$ cat config.mk
export PLATFORM = sky130hd
export DESIGN_NAME = imem_loader
export DESIGN_NICKNAME = d
export VERILOG_FILES = /design/src/rtl/imem_loader.sv
export SDC_FILE = /design/constraint.sdc
export NUM_CORES = 1
export LEC_CHECK = 0
export CORE_AREA = 3 3 80 138
export CTS_CLUSTER_SIZE = 12
export DETAILED_ROUTE_END_ITERATION = 16
export DIE_AREA = 0 0 83 141
export PLACE_DENSITY = 0.87
export REMOVE_ABC_BUFFERS = 1
export SLEW_MARGIN = 20
export SYNTH_ARGS = -nofsm -noshare
export SYNTH_HDL_FRONTEND = slang
export SYNTH_SLANG_ARGS = --single-unit
$ cat constraint.sdc
create_clock -name clk -period 3.1 [get_ports clk]
set_input_delay 0.93 -clock clk [delete_from_list [all_inputs] [get_ports clk]]
set_output_delay 0.93 -clock clk [all_outputs]
set_load 0.01 [all_outputs]
$ cat src/rtl/imem_loader.sv
// Boot-time instruction memory writer: assembles big-endian words from a byte stream.
// Optional trailer checksum is enabled by defining IMEM_LOADER_CHECKSUM_EN.
module imem_loader #(
    parameter int          ADDR_WIDTH = 10,
    parameter logic [31:0] BASE_ADDR  = 32'h0
) (
    input  logic                  clk,
    input  logic                  reset,
    input  logic                  start,
    input  logic [7:0]            byte_in,
    input  logic                  byte_valid,
    output logic                  byte_ready,
    output logic                  mem_we,
    output logic [31:0]           mem_addr,
    output logic [31:0]           mem_wdata,
    output logic                  cpu_hold,
    output logic                  done,
    output logic                  err,
    output logic [ADDR_WIDTH:0]   word_count
);

    localparam logic [32:0] DEPTH = 33'd1 << ADDR_WIDTH;

    typedef enum logic [2:0] {
        S_IDLE  = 3'd0,
        S_HDR   = 3'd1,
        S_DATA  = 3'd2,
        S_WRITE = 3'd3,
        S_DONE  = 3'd4
`ifdef IMEM_LOADER_CHECKSUM_EN
        , S_CHK = 3'd5
`endif
    } state_t;

`ifdef IMEM_LOADER_CHECKSUM_EN
    localparam state_t S_AFTER_DATA = S_CHK;
`else
    localparam state_t S_AFTER_DATA = S_DONE;
`endif

    state_t              r_state;
    state_t              w_next_state;
    logic [1:0]          r_idx;
    logic [31:0]         r_shift;
    logic [31:0]         r_n;
    logic                r_byte_ready;
    logic                r_mem_we;
    logic [31:0]         r_mem_addr;
    logic [31:0]         r_mem_wdata;
    logic                r_cpu_hold;
    logic                r_done;
    logic                r_err;
    logic [ADDR_WIDTH:0] r_word_count;
`ifdef IMEM_LOADER_CHECKSUM_EN
    logic [31:0]         r_sum;
`endif

    logic                w_accept;
    logic                w_last_byte;
    logic                w_start_ok;
    logic                w_hdr_zero;
    logic                w_hdr_over;
    logic                w_last_word;
    logic [31:0]         w_word;
    logic [31:0]         w_count_inc;
    logic [31:0]         w_wr_addr;

    function automatic logic f_is_rx(input state_t s);
        case (s)
            S_HDR, S_DATA: f_is_rx = 1'b1;
`ifdef IMEM_LOADER_CHECKSUM_EN
            S_CHK:         f_is_rx = 1'b1;
`endif
            default:       f_is_rx = 1'b0;
        endcase
    endfunction

    function automatic logic f_is_hold(input state_t s);
        case (s)
            S_HDR, S_DATA, S_WRITE: f_is_hold = 1'b1;
`ifdef IMEM_LOADER_CHECKSUM_EN
            S_CHK:                  f_is_hold = 1'b1;
`endif
            default:                f_is_hold = 1'b0;
        endcase
    endfunction

    assign w_accept    = byte_valid && f_is_rx(r_state);
    assign w_last_byte = w_accept && (r_idx == 2'd3);
    assign w_word      = {r_shift[23:0], byte_in};
    assign w_start_ok  = start && ((r_state == S_IDLE) || (r_state == S_DONE));
    assign w_hdr_zero  = (w_word == 32'd0);
    assign w_hdr_over  = ({1'b0, w_word} > DEPTH);
    assign w_count_inc = 32'(r_word_count) + 32'd1;
    assign w_last_word = (w_count_inc == r_n);
    assign w_wr_addr   = BASE_ADDR + (32'(r_word_count) << 2'd2);

    // State register
    always_ff @(posedge clk) begin
        if (reset) begin
            r_state <= S_IDLE;
        end else begin
            r_state <= w_next_state;
        end
    end

    // Next-state decode
    always_comb begin
        w_next_state = r_state;
        case (r_state)
            S_IDLE: begin
                if (start) w_next_state = S_HDR;
                else       w_next_state = r_state;
            end
            S_HDR: begin
                if (w_last_byte) begin
                    if (w_hdr_zero)      w_next_state = S_AFTER_DATA;
                    else if (w_hdr_over) w_next_state = S_DONE;
                    else                 w_next_state = S_DATA;
                end else begin
                    w_next_state = r_state;
                end
            end
            S_DATA: begin
                if (w_last_byte) w_next_state = S_WRITE;
                else             w_next_state = r_state;
            end
            S_WRITE: begin
                if (w_last_word) w_next_state = S_AFTER_DATA;
                else             w_next_state = S_DATA;
            end
`ifdef IMEM_LOADER_CHECKSUM_EN
            S_CHK: begin
                if (w_last_byte) w_next_state = S_DONE;
                else             w_next_state = r_state;
            end
`endif
            S_DONE: begin
                if (start) w_next_state = S_HDR;
                else       w_next_state = r_state;
            end
            default: w_next_state = S_IDLE;
        endcase
    end

    // Datapath and registered outputs; status outputs follow the next state
    always_ff @(posedge clk) begin
        if (reset) begin
            r_byte_ready <= 1'b0;
            r_mem_we     <= 1'b0;
            r_mem_addr   <= 32'd0;
            r_mem_wdata  <= 32'd0;
            r_cpu_hold   <= 1'b0;
            r_done       <= 1'b0;
            r_err        <= 1'b0;
            r_word_count <= {(ADDR_WIDTH+1){1'b0}};
            r_idx        <= 2'd0;
            r_shift      <= 32'd0;
            r_n          <= 32'd0;
        end else begin
            r_byte_ready <= f_is_rx(w_next_state);
            r_cpu_hold   <= f_is_hold(w_next_state);
            r_mem_we     <= (w_next_state == S_WRITE);
            r_done       <= (w_next_state == S_DONE);
            if (w_start_ok) begin
                r_idx        <= 2'd0;
                r_word_count <= {(ADDR_WIDTH+1){1'b0}};
                r_err        <= 1'b0;
            end else begin
                if (w_accept) begin
                    r_shift <= w_word;
                    r_idx   <= r_idx + 2'd1;
                end
                if ((r_state == S_HDR) && w_last_byte) begin
                    r_n <= w_word;
                    if (w_hdr_over) r_err <= 1'b1;
                end
                if ((r_state == S_DATA) && w_last_byte) begin
                    r_mem_addr  <= w_wr_addr;
                    r_mem_wdata <= w_word;
                end
                if (r_state == S_WRITE) begin
                    r_word_count <= w_count_inc[ADDR_WIDTH:0];
                end
`ifdef IMEM_LOADER_CHECKSUM_EN
                if ((r_state == S_CHK) && w_last_byte && (w_word != r_sum)) begin
                    r_err <= 1'b1;
                end
`endif
            end
        end
    end

`ifdef IMEM_LOADER_CHECKSUM_EN
    // Running sum of every written word, compared against the trailer
    always_ff @(posedge clk) begin
        if (reset) begin
            r_sum <= 32'd0;
        end else if (w_start_ok) begin
            r_sum <= 32'd0;
        end else if (r_state == S_WRITE) begin
            r_sum <= r_sum + r_mem_wdata;
        end else begin
            r_sum <= r_sum;
        end
    end
`endif

    assign byte_ready = r_byte_ready;
    assign mem_we     = r_mem_we;
    assign mem_addr   = r_mem_addr;
    assign mem_wdata  = r_mem_wdata;
    assign cpu_hold   = r_cpu_hold;
    assign done       = r_done;
    assign err        = r_err;
    assign word_count = r_word_count;

endmodule

==> flow_metrics.py, run 1 <==
metrics = {
    "grt": {
        "grt_usage_pct": 24.3,
        "overflow": 0,
        "grt_pass1_vias": 4645,
        "antenna_found_initial": 0,
        "grt_pass1_wl_mm": 22.5,
        "grt_start_max_net_pins": 70,
    },
    "logic_synthesis": {
        "netlist_instances": 661,
        "syn_area_sq_um": 5130,
        "ys_seq_area_share_pct": 46.8,
        "synth_edf_count": 0,
        "synth_ff_type": "dfxtp_1",
        "yosysWarnings": 0,
        "avgSynthCellArea_sq_um": 7.76,
        "synthArstFlopShare_pct": 0,
        "ys_ff_latch": 120,
        "synth_cell_types": 56,
    },
    "routing": {
        "ant_nets": 0,
        "first_iter_violations": 308,
        "post_drt_wl_per_cell_um": 16.5,
        "route.detailed.drc": 0,
        "first_pass_iters": 5,
        "vias": 4779,
        "viasPerCell": 5.57,
        "wirelength_mm": 14.2,
    },
    "hold_path": {
        "hp-class": "flip-flop to flip-flop",
        "worstHoldStart": "mem_wdata[7]",
        "hold_depth": 2,
        "hold_end": "mem_wdata[7]",
    },
    "pwr": {
        "ir_drop_mv": 0.399,
        "internal_power_uw": 2750,
        "pwr-share-comb_pct": 3.5,
        "clkPwrFrac_pct": 51.5,
        "power.density_nw_per_um2": 543,
        "finalPower_uw": 3480,
        "switchingPower_uw": 725,
        "p_sw_share_pct": 20.9,
        "leakage_uw": 0.00222,
        "seqPwrFrac_pct": 45.0,
    },
    "place": {
        "dp.cells": 827,
        "postPlaceCellArea_sq_um": 5870,
        "port_buffers": 70,
        "globalplace.congestion": 0.924,
        "dpl.hpwl_mm": 9.86,
    },
    "timing": {
        "max_slew_margin_pct": 54.8,
        "hold_violations": 0,
        "rsz0062_at_grt": "false",
        "timing.hold.ws_ns": 0.451,
        "drv_slew": 0,
        "fmax_mhz": 371,
        "setup_viol_count_final": 0,
        "fin_skew_ns": 0.00611,
        "tightestPinTransition_ns": 0.672,
        "fin_crit_sh_pct": 87.0,
        "fin_crit_ns": 2.70,
    },
    "worst_setup_path": {
        "worstPathRequired_ns": 3.40,
        "ff2ff_path_depth": 8,
        "startpoint_type": "flip-flop",
        "crit_fanout": 7,
        "r2r_start": "word_count[0]",
        "rr_endpoint": "r_state[1]",
        "criticalPathCategory": "flip-flop to flip-flop",
        "end_kind": "flip-flop",
        "arrival_ns": 2.99,
        "regToRegSetupSlack_ns": 0.40,
    },
    "cts": {
        "cts_max_level": 4,
        "cts_hold_buffers": 0,
        "cts_tree": "built",
        "clkLatencyLatePin_ns": 0.40,
        "cts_setup_buffers": 0,
        "clk_pin_slew_ns": 0.05,
        "cts.sinks": 120,
        "cts-root-buf": "clkbuf_16",
        "cts-resized-gates": 0,
        "cts_buffers": 17,
        "cts_buffer_depth": 2,
    },
    "final_layout": {
        "n_antenna_cell": 0,
        "final_util_pct": 64.2,
        "area.sequential_sq_um": 2400,
        "areaGrowthSynthToFinish_pct": 24.8,
        "fin_nets": 735,
        "multi_input_area_sq_um": 2450,
        "fillers": 814,
        "final_area_sq_um": 6400,
        "final_cells": 858,
        "drive_gt1_share_pct": 6.96,
    },
    "die": {
        "initial_core_util_pct": 51.5,
        "coreArea_sq_um": 9970,
        "io_pins": 92,
        "die_y_um": 141,
        "die_w_um": 83,
        "num_rows": 48,
        "dieArea_sq_um": 11700,
    },
    "flow_run": {
        "cap_violations": 0,
    },
    "run_status": {
        "status": "complete, no violations",
    },
}
==> layout make-up <==
class | count | area share [%]
multi-input cells | 489 | 38.2
flip-flops and latches | 120 | 37.5
repair buffers | 88 | 13.2
clock buffers | 28 | 7.76
well taps | 125 | 2.44
clock inverters | 3 | 0.625
inverters | 5 | 0.293
==> synthesized netlist by cell type (4+ instances only) <==
master	count	area share, %
nor2b_1	5	0.61
buf_4	23	3.4
inv_1	5	0.37
nand2b_1	4	0.49
nand2_1	215	16
xor2_1	8	1.4
or4_1	5	0.73
or3_1	4	0.49
clkbuf_1	39	2.9
dfxtp_1	120	47
a21oi_1	114	11
nor2_1	22	1.6
nand3_1	9	0.88
nor4_1	18	2.2
xnor2_1	11	1.9
o21ai_0	7	0.68
==> logic make-up after synthesis <==
logic type / synth area share (%)
and+or+nand+nor: 26.8
xor gates and xnor gates: 4.02
AOI/OAI and AO/OA: 14.6
DFF: 46.8
buffers and inverters: 7.17
adders and majority gates: 0.488
other: 0.0731
==> per-stage QoR <==
step           worst slack (ns)  TNS, ns
3_3_place_gp             0.0780        0
3_5_place_dp             0.0438        0
2_1_floorplan             -1.07   -45.64
6_report                  0.404        0
4_1_cts                   0.396        0
5_1_grt                   0.233        0
==> registers in the layout, indices dropped and copies added, names as in the netlist <==
name,flops
r_n,32
r_idx,2
mem_we,1
mem_addr,11
word_count,11
done,1
mem_wdata,32
cpu_hold,1
r_state,3
err,1
r_shift,24
byte_ready,1
==> critical path, stage by stage (launching register included) <==
cell,delay [ns]
dfxtp_1,0.51
ha_1,0.26
and3_1,0.30
a21oi_1,0.09
or4_1,0.40
or3_4,0.41
nor4_4,0.32
a21oi_1,0.13
o21ba_1,0.18
==> routing by layer <==
metal	vias to the layer above	track usage, %	wire length, um
met1	2227	23.7	5010
met3	52	5.44	677
li1	2293	-	-
met2	207	45.2	7800
met4	0	15.8	683
met5	-	0	0
==> worst max path at each step <==
stage	to	slack, ns	from
detailed placement	byte_ready	0.04	byte_in[4]
finish	r_state[1]	0.40	word_count[0]
global route	byte_ready	0.23	word_count[0]
floorplan	byte_ready	-1.07	byte_valid
CTS	r_state[1]	0.40	word_count[0]
global placement	byte_ready	0.08	byte_in[0]
==> placed cells by master, fill, tap and decap left out, drive strengths merged, types with 2 or more instances in the layout <==
| cell | netlist | routed |
|---|---|---|
| a21oi | 114 | 114 |
| and2 | 2 | 2 |
| and3 | 2 | 2 |
| and3b | 2 | 2 |
| buf | 28 | 19 |
| clkbuf | 39 | 28 |
| clkdlybuf4s50 | 0 | 69 |
| clkinv | 0 | 2 |
| conb | 1 | 21 |
| dfxtp | 120 | 120 |
| ha | 2 | 2 |
| inv | 5 | 5 |
| nand2 | 215 | 215 |
| nand2b | 4 | 4 |
| nand3 | 9 | 9 |
| nand3b | 2 | 2 |
| nand4 | 3 | 3 |
| nor2 | 22 | 22 |
| nor2b | 5 | 5 |
| nor3 | 3 | 3 |
| nor4 | 20 | 20 |
| o21ai | 7 | 7 |
| or2 | 2 | 2 |
| or3 | 5 | 5 |
| or4 | 5 | 5 |
| xnor2 | 11 | 11 |
| xor2 | 9 | 9 |
==> power by group through the flow <==
| stage | Clock (uW) | Sequential, uW | Combinational (uW) |
|---|---|---|---|
| detailed placement | 0 | 1600 | 118 |
| CTS | 1810 | 1570 | 119 |
| floorplan | 0 | 1590 | 48.8 |
| global placement | 0 | 1600 | 116 |
| global route | 1880 | 1570 | 129 |
| finish | 1790 | 1570 | 121 |
(Power assumes the default switching activity.)
==> run 2, diff against run 1 <==
--- a/config.mk
+++ b/config.mk
@@ -10,6 +10,7 @@
 export DETAILED_ROUTE_END_ITERATION = 16
 export DIE_AREA = 0 0 83 141
 export PLACE_DENSITY = 0.87
+export RECOVER_POWER = 50
 export REMOVE_ABC_BUFFERS = 1
 export SLEW_MARGIN = 20
 export SYNTH_ARGS = -nofsm -noshare
==> flow_metrics.py, run 2 (synthesis gave the netlist of run 1 again) <==
metrics = {
    "cts": {
        "cts-root-buf": "clkbuf_16",
        "cts_buffers": 17,
        "clk_pin_slew_ns": 0.05,
        "cts_hold_buffers": 0,
        "cts_buffer_depth": 2,
        "cts-resized-gates": 0,
        "cts_max_level": 4,
        "clkLatencyLatePin_ns": 0.41,
        "cts_setup_buffers": 0,
        "cts.sinks": 120,
        "cts_tree": "built",
    },
    "worst_setup_path": {
        "criticalPathCategory": "flip-flop to flip-flop",
        "worstPathRequired_ns": 3.40,
        "arrival_ns": 3.00,
        "end_kind": "flip-flop",
        "startpoint_type": "flip-flop",
        "crit_fanout": 7,
    },
    "timing": {
        "fmax_mhz": 370,
        "setup_slack_ns": 0.398,
        "fin_skew_ns": 0.00694,
        "hold_violations": 0,
        "rsz0062_at_grt": "false",
        "max_slew_margin_pct": 17.6,
        "fin_crit_ns": 2.70,
        "setup_viol_count_final": 0,
        "fin_crit_sh_pct": 87.2,
        "timing.hold.ws_ns": 0.447,
        "drv_slew": 0,
        "fin_setup_tns_ns": 0,
        "tightestPinTransition_ns": 1.24,
    },
    "routing": {
        "vias": 4782,
        "ant_nets": 0,
        "first_iter_violations": 339,
        "route.detailed.drc": 0,
        "post_drt_wl_per_cell_um": 16.6,
        "wirelength_mm": 14.2,
        "first_pass_iters": 5,
        "viasPerCell": 5.57,
    },
    "place": {
        "port_buffers": 70,
        "globalplace.congestion": 0.924,
        "dpl.hpwl_mm": 9.86,
        "pre_cts_slack_ns": 0.0438,
    },
    "grt": {
        "overflow": 0,
        "grt_start_max_net_pins": 70,
        "grt_pass1_vias": 4645,
        "antenna_found_initial": 0,
        "grt_usage_pct": 24.3,
        "grt_pass1_wl_mm": 22.5,
    },
    "final_layout": {
        "fin_nets": 735,
        "final_cell_mix": "nand2_1 (215), dfxtp_1 (120), a21oi_1 (114)",
        "multi_input_area_sq_um": 2450,
        "fillers": 817,
        "n_antenna_cell": 0,
        "final_util_pct": 64.2,
        "final_common_cell": "nand2_1",
        "areaGrowthSynthToFinish_pct": 24.7,
        "area.sequential_sq_um": 2400,
        "drive_gt1_share_pct": 6.82,
    },
    "die": {
        "num_rows": 48,
        "die_w_um": 83,
        "initial_core_util_pct": 51.5,
        "coreArea_sq_um": 9970,
        "io_pins": 92,
        "die_y_um": 141,
        "dieArea_sq_um": 11700,
    },
    "pwr": {
        "ir_drop_mv": 0.403,
        "leakage_uw": 0.00238,
        "power.density_nw_per_um2": 543,
    },
    "hold_path": {
        "hp-class": "flip-flop to flip-flop",
    },
    "run_status": {
        "status": "complete, no violations",
    },
    "flow_run": {
        "cap_violations": 0,
    },
}
## run 2: cell count changes in the layout (fill, tap and decap cells not counted), sizes merged
cell,delta
clkdlybuf4s50,-48
dlygate4sd3,+48
buf,-2
clkbuf,+2
## run 2: worst max-delay path: stages, from the launching register on
cell,delay [ns]
dfxtp_1,0.51
ha_1,0.26
and3_1,0.30
a21oi_1,0.09
or4_1,0.40
or3_4,0.41
nor4_4,0.32
a211oi_1,0.13
nor3b_2,0.17
## run 2: report_power, final
part / switching [uW] / internal, uW
registers: 11.7 / 1550
clock network: 632 / 1160
logic: 81.9 / 37.4
total: 725 / 2750
## run 2: routing by layer
layer	share of wire [%]	GRT usage (%)	wire length, um
met1	35	23.7	5040
met2	55	45.2	7830
met3	4.7	5.44	672
met4	4.7	15.8	666
met5	0	0	0
## run 2: worst paths after layout
path,depth (start not counted),slack (ns),from,to
hold reg to reg,2,0.45,mem_wdata[7],mem_wdata[7]
setup reg to reg,8,0.40,word_count[0],byte_ready
setup / recovery,8,0.40,word_count[0],byte_ready
hold / removal,2,0.45,mem_wdata[7],mem_wdata[7]
## run 2: final cells by class
type	instances	area share [%]
Multi-Input combinational cell	489	38.2
Sequential cell	120	37.5
Timing Repair Buffer	88	13.1
Clock buffer	28	7.76
Tap cell	125	2.44
Clock inverter	3	0.626
Inverter	5	0.293
## run 2: metrics by stage
stage | total power (uW) | std cells | instance area [sq um]
2_1_floorplan | 1640 | 614 | 4860
3_3_place_gp | 1710 | 827 | 5870
3_5_place_dp | 1710 | 827 | 5870
4_1_cts | 3490 | 858 | 6400
5_1_grt | 3570 | 858 | 6400
6_report | 3470 | 858 | 6400
==> run 3, diff against run 2 <==
--- a/config.mk
+++ b/config.mk
@@ -5,11 +5,11 @@
 export SDC_FILE = /design/constraint.sdc
 export NUM_CORES = 1
 export LEC_CHECK = 0
-export CORE_AREA = 3 3 80 138
+export CORE_AREA = 3 3 77 133
 export CTS_CLUSTER_SIZE = 12
 export DETAILED_ROUTE_END_ITERATION = 16
-export DIE_AREA = 0 0 83 141
-export PLACE_DENSITY = 0.87
+export DIE_AREA = 0 0 80 136
+export PLACE_DENSITY = 0.92
 export RECOVER_POWER = 50
 export REMOVE_ABC_BUFFERS = 1
 export SLEW_MARGIN = 20
==> constraint.sdc (replaced) <==
create_clock -name clk -period 3.3 [get_ports clk]
set_input_delay 0.99 -clock clk [delete_from_list [all_inputs] [get_ports clk]]
set_output_delay 0.99 -clock clk [all_outputs]
set_load 0.01 [all_outputs]
==> flow_metrics.py, run 3 (synthesis gave the netlist of run 1 again) <==
metrics = {
    "run_status": {
        "status": "complete, no violations",
    },
    "place": {
        "port_buffers": 70,
        "pre_cts_slack_ns": 0.0794,
        "postPlaceCellArea_sq_um": 5810,
        "dp.cells": 814,
        "globalplace.congestion": 0.898,
        "dpl.hpwl_mm": 9.18,
    },
    "worst_setup_path": {
        "crit_fanout": 4,
        "cp_top_family": "simple AND/OR/NAND/NOR gates",
        "cp_slowest_cell": "clkdlybuf4s50_1",
        "startpoint_type": "primary input",
        "ff2ff_path_depth": 7,
        "arrival_ns": 3.37,
        "critPathBufInv": 1,
        "criticalPathCategory": "primary input to flip-flop",
        "end_kind": "flip-flop",
        "crit_chain": "clkdlybuf4s50_1, nor4_1, nand3_1, xor2_1, a21oi_1, a31o_1, a211oi_1, nor3b_2",
        "cpPeakStageDelay_ns": 0.52,
        "regToRegSetupSlack_ns": 0.54,
        "r2r_start": "word_count[3]",
        "rr_endpoint": "byte_ready",
        "worstPathRequired_ns": 3.65,
    },
    "cts": {
        "cts.sinks": 120,
        "cts_hold_buffers": 0,
        "cts-resized-gates": 0,
        "cts_tree": "built",
        "cts-root-buf": "clkbuf_16",
        "cts_buffer_depth": 2,
        "cts_setup_buffers": 0,
        "clk_pin_slew_ns": 0.05,
        "cts_buffers": 17,
        "clkLatencyLatePin_ns": 0.42,
        "cts_max_level": 4,
    },
    "hold_path": {
        "hold_end": "mem_addr[6]",
        "hp-class": "flip-flop to flip-flop",
        "hold_depth": 2,
        "worstHoldStart": "mem_addr[6]",
    },
    "flow_run": {
        "cap_violations": 0,
    },
    "timing": {
        "fin_crit_sh_pct": 91.5,
        "fin_crit_ns": 3.02,
        "drv_slew": 0,
        "fmax_mhz": 331,
        "hold_violations": 0,
        "tightestPinTransition_ns": 1.28,
        "setup_slack_ns": 0.280,
        "setup_viol_count_final": 0,
        "rsz0062_at_grt": "false",
        "fin_skew_ns": 0.00631,
        "max_slew_margin_pct": 14.7,
    },
    "final_layout": {
        "final_cell_mix": "nand2_1 (215), dfxtp_1 (120), a21oi_1 (114)",
        "final_common_cell": "nand2_1",
        "fillers": 693,
        "final_area_sq_um": 6410,
        "multi_input_area_sq_um": 2440,
        "n_antenna_cell": 0,
        "area.sequential_sq_um": 2400,
        "areaGrowthSynthToFinish_pct": 24.9,
        "final_cells": 844,
        "drive_gt1_share_pct": 6.35,
        "fin_nets": 727,
    },
    "grt": {
        "grt_start_max_net_pins": 82,
        "grt_usage_pct": 26.8,
        "antenna_found_initial": 0,
        "grt_pass1_vias": 4576,
        "grt_pass1_wl_mm": 22.3,
        "overflow": 0,
    },
    "die": {
        "initial_core_util_pct": 55.7,
        "num_rows": 46,
        "die_y_um": 136,
        "io_pins": 92,
        "dieArea_sq_um": 10900,
        "coreArea_sq_um": 9210,
        "die_w_um": 80,
    },
    "pwr": {
        "leakage_uw": 0.00235,
        "power.density_nw_per_um2": 548,
        "ir_drop_mv": 0.495,
    },
    "routing": {
        "ant_nets": 0,
        "vias": 4792,
        "post_drt_wl_per_cell_um": 16.6,
        "first_pass_iters": 7,
        "viasPerCell": 5.68,
        "first_iter_violations": 322,
        "route.detailed.drc": 0,
        "wirelength_mm": 14.0,
    },
}
==> run 3: cell types whose count changed in the layout (fill, tap and decap cells not counted) <==
cell,change
buf_4,-8
clkbuf_1,-6
clkdlybuf4s50_1,+5
dlygate4sd3_1,-5
bufinv_16,+3
clkinvlp_4,+2
nor3_1,+1
nor3_2,-1
==> run 3: per-layer routing <==
layer  global-route usage (%)  vias up  wire (um)
met5                        0        -          0
met2                     47.8      224       7640
met4                     14.5        0        641
li1                         -     2274          -
met1                     27.3     2241       4900
met3                     8.16       53        865
==> run 3: cell type report <==
class	count	area share (%)
Multi-Input combinational cell	489	38.1
Sequential cell	120	37.5
Timing Repair Buffer	80	12.1
Clock buffer	22	7.40
Tap cell	120	2.34
Clock inverter	8	2.26
Inverter	5	0.293
==> run 3: per-stage QoR <==
stage	TNS, ns	power, uW	hold WS [ns]	utilization, %
final	0	3510	0.450	69.6
after global routing	0	3600	0.471	69.6
after CTS	0	3520	0.456	69.9
after detailed placement	0	1610	0.448	63.1
after global placement	0	1600	0.441	63.1
after floorplan	-34.72	1540	0.430	-
==> run 3: worst max path at each step <==
| stage | slack, ns | end | cells past startpoint | start |
|---|---|---|---|---|
| 3_3_place_gp | 0.16 | byte_ready | 8 | byte_in[4] |
| 2_1_floorplan | -0.93 | byte_ready | 6 | byte_valid |
| 4_1_cts | 0.34 | byte_ready | 8 | byte_in[0] |
| 5_1_grt | 0.24 | byte_ready | 8 | byte_in[0] |
| 6_report | 0.28 | byte_ready | 8 | byte_in[0] |
| 3_5_place_dp | 0.08 | byte_ready | 8 | byte_in[4] |
==> run 3: worst reg2reg max path, cell delays in order, from the launching register on <==
cell and delay (ns):
dfxtp_1 0.57, nand4_1 0.40, nor4_1 0.64, xor2_1 0.17, or4_1 0.53, nand4bb_1 0.18, nand2_1 0.11, nor3b_2 0.05
==> run 3: report_power, final <==
part           internal [uW]  switching (uW)  leakage, uW
Sequential              1460            11.1     0.000968
Clock                   1310             626     0.000298
Combinational           32.8            75.6      0.00109
